--- config.mk ---
export PLATFORM = sky130hd
export DESIGN_NAME = parking_gate_sensor
export DESIGN_NICKNAME = d
export VERILOG_FILES = /design/src/rtl/parking_pkg.sv /design/src/rtl/sensor_conditioner.sv /design/src/rtl/parking_gate_sensor.sv
export SDC_FILE = /design/constraint.sdc
export NUM_CORES = 1
export LEC_CHECK = 0
export ABC_AREA = 1
export ABC_CLOCK_PERIOD_IN_PS = 1750
export CORE_MARGIN = 10
export CORE_UTILIZATION = 25
export CTS_BUF_LIST = sky130_fd_sc_hd__clkbuf_8
export DETAILED_ROUTE_END_ITERATION = 16
export MAX_ROUTING_LAYER = met4
export PLACE_DENSITY = 0.4
export SLEW_MARGIN = 20
export SYNTH_ARGS = -nofsm -noshare
export SYNTH_HDL_FRONTEND = slang
export SYNTH_SLANG_ARGS = --single-unit
export TNS_END_PERCENT = 10
--- constraint.sdc ---
create_clock -name clk -period 1.75 [get_ports clk]
set_input_delay 0.2625 -clock clk [delete_from_list [all_inputs] [get_ports clk]]
set_output_delay 0.2625 -clock clk [all_outputs]
set_load 0.01 [all_outputs]
--- src/rtl/parking_pkg.sv ---
// rtl/parking_pkg.sv - shared state and sensor-code definitions for the gate sensor
package parking_pkg;

  typedef enum logic [2:0] {
    IDLE,
    EN1,
    EN2,
    EN3,
    EX1,
    EX2,
    EX3,
    ERR
  } gate_state_t;

  // Sensor code is {outer, inner}
  localparam logic [1:0] CODE_CLR  = 2'b00;
  localparam logic [1:0] CODE_A    = 2'b10;
  localparam logic [1:0] CODE_BOTH = 2'b11;
  localparam logic [1:0] CODE_B    = 2'b01;

endpackage

--- src/rtl/sensor_conditioner.sv ---
// rtl/sensor_conditioner.sv - per-sensor synchroniser; SENSOR_DEBOUNCE_EN adds a debounce filter
module sensor_conditioner #(
  parameter int SYNC_STAGES = 2
`ifdef SENSOR_DEBOUNCE_EN
  , parameter int DEBOUNCE_CYCLES = 4
`endif
) (
  input  logic clk,
  input  logic reset,
  input  logic raw_in,
  output logic clean_out
);

  logic [SYNC_STAGES-1:0] sync_q;
  logic                   synced;

  always_ff @(posedge clk or posedge reset) begin
    if (reset) begin
      sync_q <= '0;
    end else begin
      sync_q <= {sync_q[SYNC_STAGES-2:0], raw_in};
    end
  end

  assign synced = sync_q[SYNC_STAGES-1];

`ifdef SENSOR_DEBOUNCE_EN
  localparam int CNT_W = $clog2(DEBOUNCE_CYCLES + 1);

  logic [CNT_W-1:0] cnt;
  logic             level;

  // cnt counts consecutive samples that disagree with the accepted level
  always_ff @(posedge clk or posedge reset) begin
    if (reset) begin
      cnt   <= '0;
      level <= 1'b0;
    end else if (synced == level) begin
      cnt <= '0;
    end else if (cnt == CNT_W'(DEBOUNCE_CYCLES - 1)) begin
      level <= synced;
      cnt   <= '0;
    end else begin
      cnt <= cnt + 1'b1;
    end
  end

  assign clean_out = level;
`else
  assign clean_out = synced;
`endif

endmodule

--- src/rtl/parking_gate_sensor.sv ---
// rtl/parking_gate_sensor.sv - gate crossing FSM emitting incr/decr/fault pulses
// SENSOR_DEBOUNCE_EN: enables the debounce filter (and DEBOUNCE_CYCLES) in each sensor path
module parking_gate_sensor
  import parking_pkg::*;
#(
  parameter int SYNC_STAGES = 2
`ifdef SENSOR_DEBOUNCE_EN
  , parameter int DEBOUNCE_CYCLES = 4
`endif
) (
  input  logic clk,
  input  logic reset,
  input  logic sensor_a,
  input  logic sensor_b,
  output logic incr,
  output logic decr,
  output logic fault,
  output logic busy
);

  logic        a_clean;
  logic        b_clean;
  logic [1:0]  ab;
  gate_state_t state;
  gate_state_t next_state;
  logic        incr_next;
  logic        decr_next;
  logic        fault_next;

  sensor_conditioner #(
    .SYNC_STAGES(SYNC_STAGES)
`ifdef SENSOR_DEBOUNCE_EN
    , .DEBOUNCE_CYCLES(DEBOUNCE_CYCLES)
`endif
  ) u_cond_a (
    .clk      (clk),
    .reset    (reset),
    .raw_in   (sensor_a),
    .clean_out(a_clean)
  );

  sensor_conditioner #(
    .SYNC_STAGES(SYNC_STAGES)
`ifdef SENSOR_DEBOUNCE_EN
    , .DEBOUNCE_CYCLES(DEBOUNCE_CYCLES)
`endif
  ) u_cond_b (
    .clk      (clk),
    .reset    (reset),
    .raw_in   (sensor_b),
    .clean_out(b_clean)
  );

  assign ab = {a_clean, b_clean};

  always_ff @(posedge clk or posedge reset) begin
    if (reset) begin
      state <= IDLE;
      incr  <= 1'b0;
      decr  <= 1'b0;
      fault <= 1'b0;
      busy  <= 1'b0;
    end else begin
      state <= next_state;
      incr  <= incr_next;
      decr  <= decr_next;
      fault <= fault_next;
      busy  <= (next_state != IDLE);
    end
  end

  // Any code not listed for a state is that state's own code and holds it
  always_comb begin
    next_state = state;
    incr_next  = 1'b0;
    decr_next  = 1'b0;
    fault_next = 1'b0;
    case (state)
      IDLE: begin
        case (ab)
          CODE_A:    next_state = EN1;
          CODE_B:    next_state = EX1;
          CODE_BOTH: begin next_state = ERR; fault_next = 1'b1; end
          default:   next_state = IDLE;
        endcase
      end
      EN1: begin
        case (ab)
          CODE_BOTH: next_state = EN2;
          CODE_CLR:  next_state = IDLE;
          CODE_B:    begin next_state = ERR; fault_next = 1'b1; end
          default:   next_state = EN1;
        endcase
      end
      EN2: begin
        case (ab)
          CODE_B:   next_state = EN3;
          CODE_A:   next_state = EN1;
          CODE_CLR: begin next_state = ERR; fault_next = 1'b1; end
          default:  next_state = EN2;
        endcase
      end
      EN3: begin
        case (ab)
          CODE_CLR:  begin next_state = IDLE; incr_next = 1'b1; end
          CODE_BOTH: next_state = EN2;
          CODE_A:    begin next_state = ERR; fault_next = 1'b1; end
          default:   next_state = EN3;
        endcase
      end
      EX1: begin
        case (ab)
          CODE_BOTH: next_state = EX2;
          CODE_CLR:  next_state = IDLE;
          CODE_A:    begin next_state = ERR; fault_next = 1'b1; end
          default:   next_state = EX1;
        endcase
      end
      EX2: begin
        case (ab)
          CODE_A:   next_state = EX3;
          CODE_B:   next_state = EX1;
          CODE_CLR: begin next_state = ERR; fault_next = 1'b1; end
          default:  next_state = EX2;
        endcase
      end
      EX3: begin
        case (ab)
          CODE_CLR:  begin next_state = IDLE; decr_next = 1'b1; end
          CODE_BOTH: next_state = EX2;
          CODE_B:    begin next_state = ERR; fault_next = 1'b1; end
          default:   next_state = EX3;
        endcase
      end
      ERR: begin
        if (ab == CODE_CLR) next_state = IDLE;
      end
      default: next_state = IDLE;
    endcase
  end

endmodule
==> results.cfg, run 1 <==
[clocking]
cts_tree = yes
post_cts_buffers = 0
cts_buffer_depth = 2
clock-sinks = 11
clock_latency_ns = 0.24
cts-resized-gates = 0
path_clk_slew_ns = 0.05
htree_levels = 1
hold_buffers = 0
cts_made_buffers = 3
cts_root_buffer = clkbuf_8

[global_route]
antenna_found_initial = 0
grt_pass1_vias = 665
grtUsageTotal_pct = 7.28
grt_max_degree = 12
grt_pass1_wl_microns = 2990
grt_overflow = 0

[yosys]
yosysWarningCount = 0
yosysMostFrequentCell = nor2_1
synth_area_leader_cell = dfrtp_1
avgSynthCellArea_sq_um = 8.14
postSynthCellCount = 93
synth_async_sr_flop_share_pct = 100
ys_top_cells_by_area = dfrtp_1 36%, ha_1 9.9%, nor2_1 7.4%
ys_types = 22
synth_top_area_share_pct = 36.4
synth_area_sq_um = 757
synth_seq_cells = 11
ys.flop_type = dfrtp_1
synth_common_cells = 15 x nor2_1, 12 x inv_1, 11 x dfrtp_1, 11 x nand2_1, 11 x nand3_1
synth_nets = 103
yosysSeqAreaShare_pct = 36.4
synth-edff-count = 0

[detailed_routing]
drtPass1Iterations = 4
drtIter0Drc = 36
wl_microns = 1690
via_count = 632
drc = 0
viasPerCell = 4.75
wl_per_cell_microns = 12.7
ant_nets = 0

[pwr]
power_density_nw_per_um2 = 1460
ir_drop_uv = 567
power.leakage_nw = 0.437

[final_layout]
num-nets-final = 113
drive_gt1_share_pct = 18.6
fin_cells = 133
syn_to_final_growth_pct = 17.0
final_cell_area_sq_um = 886
diodes = 0

[die]
fp.dieH_microns = 75.0
io_pins = 8
die_x_microns = 75.0
coreArea_sq_um = 2830
fp-row-count = 19
initial_core_util_pct = 26.8
die-area_sq_um = 5630

[placement]
dp.cells = 129
postPlaceCellArea_sq_um = 840
place.gp.congestion = 0.895
place_hpwl_microns = 1330
port_buffers = 7

[timing]
setup-tns-final_ns = 0
drv_slew = 0
hold_viol = 0
skew_ns = 0.00560
layout_min_cycle_time_ns = 1.52
fmax_mhz = 656
setup_viol = 0
min_period_over_period_pct = 87.0
rsz0062_at_grt = no
relSlewSlack_pct = 65.7
tightestPinTransition_ns = 0.515

[job]
maxCapViolCount = 0

[critical_path]
endpoint_kind = flop
cp-start-kind = flop
cp-startpoint = u_cond_a.sync_q[1]
worstPathArrival_ns = 1.65
critPathRequiredTime_ns = 1.87
worstSetupPathType = reg -> reg
r2r-start = u_cond_a.sync_q[1]
path_max_fanout = 4

[hold_path]
hold_class = in -> async

[status]
status = complete, no violations
## worst paths after layout
kind,to,slack (ns),cells after the start
min,u_cond_b.sync_q[0],0.31,2
max,busy,0.23,6
min reg2reg,u_cond_a.sync_q[1],0.35,0
max in group asynchronous,fault,1.14,2
min in group clk,u_cond_a.sync_q[1],0.35,0
max reg2reg,busy,0.23,6
## logic make-up after synthesis
| kind of cell | after synthesis | synth area share [%] |
|---|---|---|
| flip-flops | 11 | 36.4 |
| AND/OR/NAND/NOR | 54 | 38.0 |
| AO/OA/AOI/OAI | 4 | 3.14 |
| buffers and inverters | 18 | 12.6 |
| adder cells (fa/ha/maj) | 6 | 9.92 |
## sequential cells by signal, indices dropped and copies added (netlist names)
signal           flops
state                3
decr                 1
incr                 1
busy                 1
u_cond_a.sync_q      2
fault                1
u_cond_b.sync_q      2
## power breakdown
group / leakage, nW / internal (W) / switching (W)
Sequential: 0.134 / 0.000317 / 0.000142
Combinational: 0.277 / 0.000235 / 0.000344
Clock: 0.0255 / 0.000157 / 0.000102
Total: 0.437 / 0.000709 / 0.000588
## area by class of cell
type | count | area, sq um
fillers | 312 | 1940
multi-input cells | 64 | 387
flip-flops and latches | 11 | 275
repair buffers | 8 | 77.6
inverters | 15 | 61.3
clock buffers | 3 | 41.3
well taps | 31 | 38.8
clock inverters | 1 | 5.00
## layer usage
| metal | track usage [%] | wire length, microns |
|---|---|---|
| met2 | 12.5 | 876 |
| met4 | 3.57 | 63 |
| met5 | - | 0 |
| met3 | 3.42 | 96 |
| met1 | 6.72 | 655 |
## worst max-delay path, stage by stage (launching register included)
cell,delay (ns)
dfrtp_1,0.39
inv_1,0.10
ha_1,0.35
nand3_1,0.11
nand3_1,0.12
nor3_2,0.24
nand3_1,0.10
## placed cells by master (no fill, tap or decap)
| cell type | Yosys | routed |
|---|---|---|
| nor2_1 | 15 | 15 |
| inv_1 | 12 | 12 |
| nand2_1 | 11 | 11 |
| nand3_1 | 11 | 11 |
| dfrtp_1 | 11 | 11 |
| clkdlybuf4s50_1 | 0 | 7 |
| ha_1 | 6 | 6 |
| nand4_1 | 3 | 3 |
| nor3_1 | 3 | 3 |
| clkbuf_8 | 0 | 3 |
| nand2_2 | 2 | 2 |
| nor2_4 | 2 | 2 |
| inv_4 | 2 | 2 |
| nor2_2 | 2 | 2 |
| nor3_2 | 2 | 2 |
| inv_2 | 1 | 1 |
| nand2_4 | 1 | 1 |
| nand3_2 | 1 | 1 |
| a21oi_1 | 1 | 1 |
| o2111ai_1 | 1 | 1 |
| nand4_2 | 1 | 1 |
| o21ai_0 | 1 | 1 |
| o21ai_1 | 1 | 1 |
| clkinv_2 | 0 | 1 |
| buf_4 | 0 | 1 |
## stage by stage
step	hold slack, ns	power, W	util [%]	setup WS (ns)
floorplan	0.115	0.000929	-	0.425
global placement	0.351	0.00107	29.7	0.223
detailed placement	0.339	0.00103	29.7	0.255
CTS	0.332	0.00130	31.3	0.210
global route	0.356	0.00141	31.3	0.118
finish	0.307	0.00130	31.3	0.227
No activity file was read; power rests on OpenSTA's default activity.
==> run 2: changes to the inputs <==
--- a/config.mk
+++ b/config.mk
@@ -6,13 +6,12 @@
 export NUM_CORES = 1
 export LEC_CHECK = 0
 export ABC_AREA = 1
-export ABC_CLOCK_PERIOD_IN_PS = 1750
+export ABC_CLOCK_PERIOD_IN_PS = 1300
 export CORE_MARGIN = 10
 export CORE_UTILIZATION = 25
 export CTS_BUF_LIST = sky130_fd_sc_hd__clkbuf_8
 export DETAILED_ROUTE_END_ITERATION = 16
 export MAX_ROUTING_LAYER = met4
-export PLACE_DENSITY = 0.4
 export SLEW_MARGIN = 20
 export SYNTH_ARGS = -nofsm -noshare
 export SYNTH_HDL_FRONTEND = slang
==> constraint.sdc (replaced) <==
create_clock -name clk -period 1.3 [get_ports clk]
set_input_delay 0.195 -clock clk [delete_from_list [all_inputs] [get_ports clk]]
set_output_delay 0.195 -clock clk [all_outputs]
set_load 0.01 [all_outputs]
==> run 2 against run 1 <==
The flow now finishes with violations (negative setup slack). Count of clock-buffer cells in the layout is the same. Clock power grew 31%. Worst hold slack lost 0.059 ns. Largest cell class unchanged. Total power grew 47%. Core utilization grew 6.5 points. Critical path type unchanged. Setup slack lost 0.34 ns. Via count grew 4.6%. Cell count grew 8.3%.
==> results.cfg, run 2 (same netlist as run 1, synthesis figures left out) <==
[critical_path]
rr_worst_depth = 9
worstSetupPathType = reg -> reg
cp-start-kind = flop
crit_family = simple AND/OR/NAND/NOR gates
path_max_fanout = 4
cpPeakStageDelay_ns = 0.45
worstPathArrival_ns = 1.52
critPathRequiredTime_ns = 1.41
r2r-end = busy
worst-path-buf-inv = 2
r2r-start = u_cond_a.sync_q[1]
r2r_slack_ns = -0.11
cp_slowest_cell = dfrtp_2
endpoint_kind = flop
crit_chain = inv_4, ha_4, inv_1, nand4_2, nand2_1, nor2_1, nand2_1, nor2_2, nand3_1
cp_common_cell = nand2_1

[placement]
dp.cells = 138
port_buffers = 7
place.gp.congestion = 0.915
place_hpwl_microns = 1350

[detailed_routing]
wl_per_cell_microns = 12.1
ant_nets = 0
wl_microns = 1740
drtIter0Drc = 10
drtPass1Iterations = 4
viasPerCell = 4.59
drc = 0
via_count = 661

[timing]
holdWs_ns = 0.248
hold_viol = 0
relSlewSlack_pct = 71.6
fmax_mhz = 709
layout_min_cycle_time_ns = 1.41
setup_viol = 5
finalWorstSetupSlack_ns = -0.110
drv_slew = 0
skew_ns = 0.00389
min_period_over_period_pct = 108
tightestPinTransition_ns = 0.425
rsz0062_at_grt = yes

[clocking]
cts_buffer_depth = 2
htree_levels = 1
clock-sinks = 11
path_clk_slew_ns = 0.05
cts_made_buffers = 3
clock_latency_ns = 0.24
cts_root_buffer = clkbuf_8
cts_tree = yes

[die]
die_x_microns = 75.0
initial_core_util_pct = 26.8
fp.dieH_microns = 75.0
coreArea_sq_um = 2830
io_pins = 8
fp-row-count = 19
die-area_sq_um = 5630

[final_layout]
drive_gt1_share_pct = 40.7
top_register = state
largest_reg_flops = 3
fin_cells = 144
diodes = 0
layout_commonest_cell = nor2_1
top_regs = state (3), u_cond_a.sync_q (2), u_cond_b.sync_q (2)
final_cell_mix = 12 x nor2_1, 11 x nand2_1, 11 x buf_4
syn_to_final_growth_pct = 41.3
fillers = 284
num-nets-final = 124

[global_route]
grt_max_degree = 12
grt_overflow = 0
antenna_found_initial = 0
grtUsageTotal_pct = 7.20
grt_pass1_vias = 676
grt_pass1_wl_microns = 3040

[pwr]
ir_drop_uv = 1110
power.leakage_nw = 0.548
power_density_nw_per_um2 = 1780

[hold_path]
hold_class = in -> async

[status]
failed_checks = negative setup slack
status = complete, but fails checks

[job]
maxCapViolCount = 0
==> run 2: cell count changes in the layout (fill, tap and decap cells not counted), moves of 4 or more <==
cell,change
ha_1,-6
dlymetal6s2s_1,+4
clkdlybuf4s50_1,-4
buf_4,+10
ha_4,+4
==> run 2: how the worst max path moves through the flow <==
stage | start | to | slack [ns] | cells past startpoint
after floorplan | u_cond_a.sync_q[1] | busy | -0.02 | 8
after detailed placement | u_cond_a.sync_q[1] | busy | -0.19 | 8
final | u_cond_a.sync_q[1] | busy | -0.11 | 9
after global placement | u_cond_a.sync_q[1] | busy | -0.16 | 8
after global routing | u_cond_b.sync_q[1] | busy | -0.24 | 9
after CTS | u_cond_a.sync_q[1] | busy | -0.11 | 9
==> run 2: stage by stage <==
stage	setup TNS [ns]	area (sq um)	worst slack (ns)	utilization [%]	power, W
floorplan	-0.0192	769	-0.0192	-	0.00125
global placement	-0.546	932	-0.156	33.0	0.00154
detailed placement	-0.654	932	-0.187	33.0	0.00153
CTS	-0.296	1050	-0.112	37.3	0.00192
global route	-0.796	1070	-0.236	37.8	0.00209
finish	-0.300	1070	-0.110	37.8	0.00191
==> run 2: timing repair <==
item,in CTS,in global routing
hold buffers,0,0
buffers inserted,2,0
pin swaps,3,0
resized for setup,11,7
setup endpoints to repair,5,9
==> run 2: cell type report <==
cell class / instances / area (sq um) / share of cell area [%]
Clock inverter: 1 / 5.00 / 0.468
Multi-Input combinational cell: 64 / 459 / 42.9
Sequential cell: 11 / 279 / 26.1
Clock buffer: 3 / 41.3 / 3.86
Inverter: 15 / 63.8 / 5.96
Tap cell: 31 / 38.8 / 3.63
Timing Repair Buffer: 19 / 183 / 17.1
==> run 2: power breakdown <==
part	total [W]	switching (W)	internal [W]
clock network	0.000339	0.000128	0.000210
registers	0.000569	0.000134	0.000435
logic	0.000999	0.000557	0.000443
==> run 2: routing by layer <==
metal / vias up / global-route usage (%) / part of all wire [%]
li1: 336 / - / -
met1: 308 / 8.16 / 44
met2: 15 / 11.6 / 50
met3: 2 / 3.42 / 5.0
met4: 0 / 0.840 / 1.2
met5: - / - / 0
==> run 3: changes to the inputs <==
--- a/config.mk
+++ b/config.mk
@@ -12,6 +12,7 @@
 export CTS_BUF_LIST = sky130_fd_sc_hd__clkbuf_8
 export DETAILED_ROUTE_END_ITERATION = 16
 export MAX_ROUTING_LAYER = met4
+export PLACE_DENSITY_LB_ADDON = 0.05
 export SLEW_MARGIN = 20
 export SYNTH_ARGS = -nofsm -noshare
 export SYNTH_HDL_FRONTEND = slang
==> run 3 against run 2 <==
The flow still finishes with violations (negative setup slack). Count of clock-buffer cells in the layout did not move. Flip-flop and latch count is the same. Sequential share of layout area decreased by 0.061 points. Register-to-register slack worse by 0.06 ns. Maximum frequency down 4.0%. Routed wire length increased by 2.9%. Core utilization increased by 0.088 points. Global-route usage fell by 0.091 points. Critical endpoint unchanged. Combinational power is essentially flat. Clock skew down 0.0019 ns. First-iteration DRC count increased to 2.7 times the previous value. Die area did not move.
==> results.cfg, run 3 (same netlist as run 1, synthesis figures left out) <==
[timing]
rsz0062_at_grt = yes
layout_min_cycle_time_ns = 1.47
drv_slew = 0
setup_viol = 4
min_period_over_period_pct = 113
skew_ns = 0.00199
finalWorstSetupSlack_ns = -0.169
hold_viol = 0
fmax_mhz = 681
relSlewSlack_pct = 70.9
tightestPinTransition_ns = 0.435
holdWs_ns = 0.260

[detailed_routing]
viasPerCell = 4.67
wl_per_cell_microns = 12.4
via_count = 677
drc = 0
drtIter0Drc = 27
ant_nets = 0
wl_microns = 1790
drtPass1Iterations = 4

[critical_path]
rr_worst_depth = 9
cp_slowest_cell = dfrtp_2
worstSetupEndpoint = busy
cpPeakStageDelay_ns = 0.43
path_max_fanout = 4
worstPathArrival_ns = 1.58
worst-path-buf-inv = 2
crit_chain = inv_4, buf_4, ha_2, nand3_1, nand2_1, nor2_1, nand2_1, nor2_2, nand3_1
r2r-end = busy
r2r-start = u_cond_b.sync_q[1]
endpoint_kind = flop
cp-startpoint = u_cond_b.sync_q[1]
r2r_slack_ns = -0.17
critPathRequiredTime_ns = 1.41
cp-start-kind = flop
worstSetupPathType = reg -> reg
crit_family = simple AND/OR/NAND/NOR gates
path_depth = 9

[die]
fp-row-count = 19
io_pins = 8
fp.dieH_microns = 75.0
initial_core_util_pct = 26.8
die-area_sq_um = 5630
coreArea_sq_um = 2830
die_x_microns = 75.0

[global_route]
grt_pass1_wl_microns = 2880
grt_overflow = 0
grt_pass1_vias = 645
grtUsageTotal_pct = 7.11
grt_max_degree = 12
antenna_found_initial = 0

[clocking]
cts_made_buffers = 3
htree_levels = 1
cts_tree = yes
hold_buffers = 0
path_clk_slew_ns = 0.05
clock-sinks = 11
post_cts_buffers = 0
cts_root_buffer = clkbuf_8
clock_latency_ns = 0.23
cts_buffer_depth = 2

[final_layout]
diodes = 0
final_cell_mix = 12 x nor2_1, 12 x buf_4, 11 x nand2_1
syn_to_final_growth_pct = 41.7
final_cell_area_sq_um = 1070
largest_reg_flops = 3
top_regs = state (3), u_cond_a.sync_q (2), u_cond_b.sync_q (2)
drive_gt1_share_pct = 40.4
num-nets-final = 125
top_register = state

[placement]
place_ws_ns = -0.189
postPlaceCellArea_sq_um = 955
port_buffers = 7
place.gp.congestion = 0.934
place_hpwl_microns = 1410

[status]
status = complete, but fails checks
failed_checks = negative setup slack

[pwr]
ir_drop_uv = 869
power.leakage_nw = 0.534
power_density_nw_per_um2 = 1800
p_total_w = 0.00193

[hold_path]
hold_class = in -> async

[job]
maxCapViolCount = 0
## run 3: changes by cell type in the layout (fill, tap and decap cells not counted), sizes merged
cell | previous run | this run
buf | 12 | 13
clkdlybuf4s50 | 3 | 4
clkinv | 1 | 0
dlymetal6s2s | 4 | 3
inv | 15 | 16
## run 3: timing repair
item / in CTS / in global routing
gates resized for setup: 10 / 9
endpoints found under the setup margin: 5 / 8
pin swaps: 2 / 4
## run 3: final cells by class
cell class                 count  area (sq um)
tap                           31          38.8
clock inverter                 1          3.75
timing repair buffer          20           188
fill                         287          1760
clock buffer                   3          41.3
inverter                      15          66.3
multi-input combinational     64           455
sequential                    11           279
## run 3: how the worst min path moves through the flow
stage | end | slack [ns] | from
after floorplan | busy | 0.05 | reset
after global placement | u_cond_a.sync_q[1] | 0.37 | u_cond_a.sync_q[0]
after detailed placement | u_cond_a.sync_q[1] | 0.35 | u_cond_a.sync_q[0]
after CTS | busy | 0.28 | reset
after global routing | u_cond_a.sync_q[0] | 0.30 | reset
final | busy | 0.26 | reset
## run 3: power breakdown
group	total (W)	internal [W]	switching, W
Combinational	0.00103	0.000473	0.000557
Sequential	0.000567	0.000432	0.000135
Clock	0.000331	0.000207	0.000124
Total	0.00193	0.00111	0.000817
## run 3: per-layer routing
metal  global-route usage, %  vias up  part of all wire (%)  wire [microns]
met5                       -        -                     0               0
met4                    4.41        0                   3.3              59
met3                    2.76        6                   3.2              57
met2                    11.1       17                    47             848
met1                    7.38      315                    46             826
li1                        -      339                     -               -
## run 3: per-stage QoR
step	instances	TNS [ns]	util, %
floorplan	93	-0.0192	-
global placement	141	-0.571	33.7
detailed placement	141	-0.557	33.7
CTS	145	-0.371	37.1
global route	145	-0.818	37.9
finish	145	-0.456	37.9
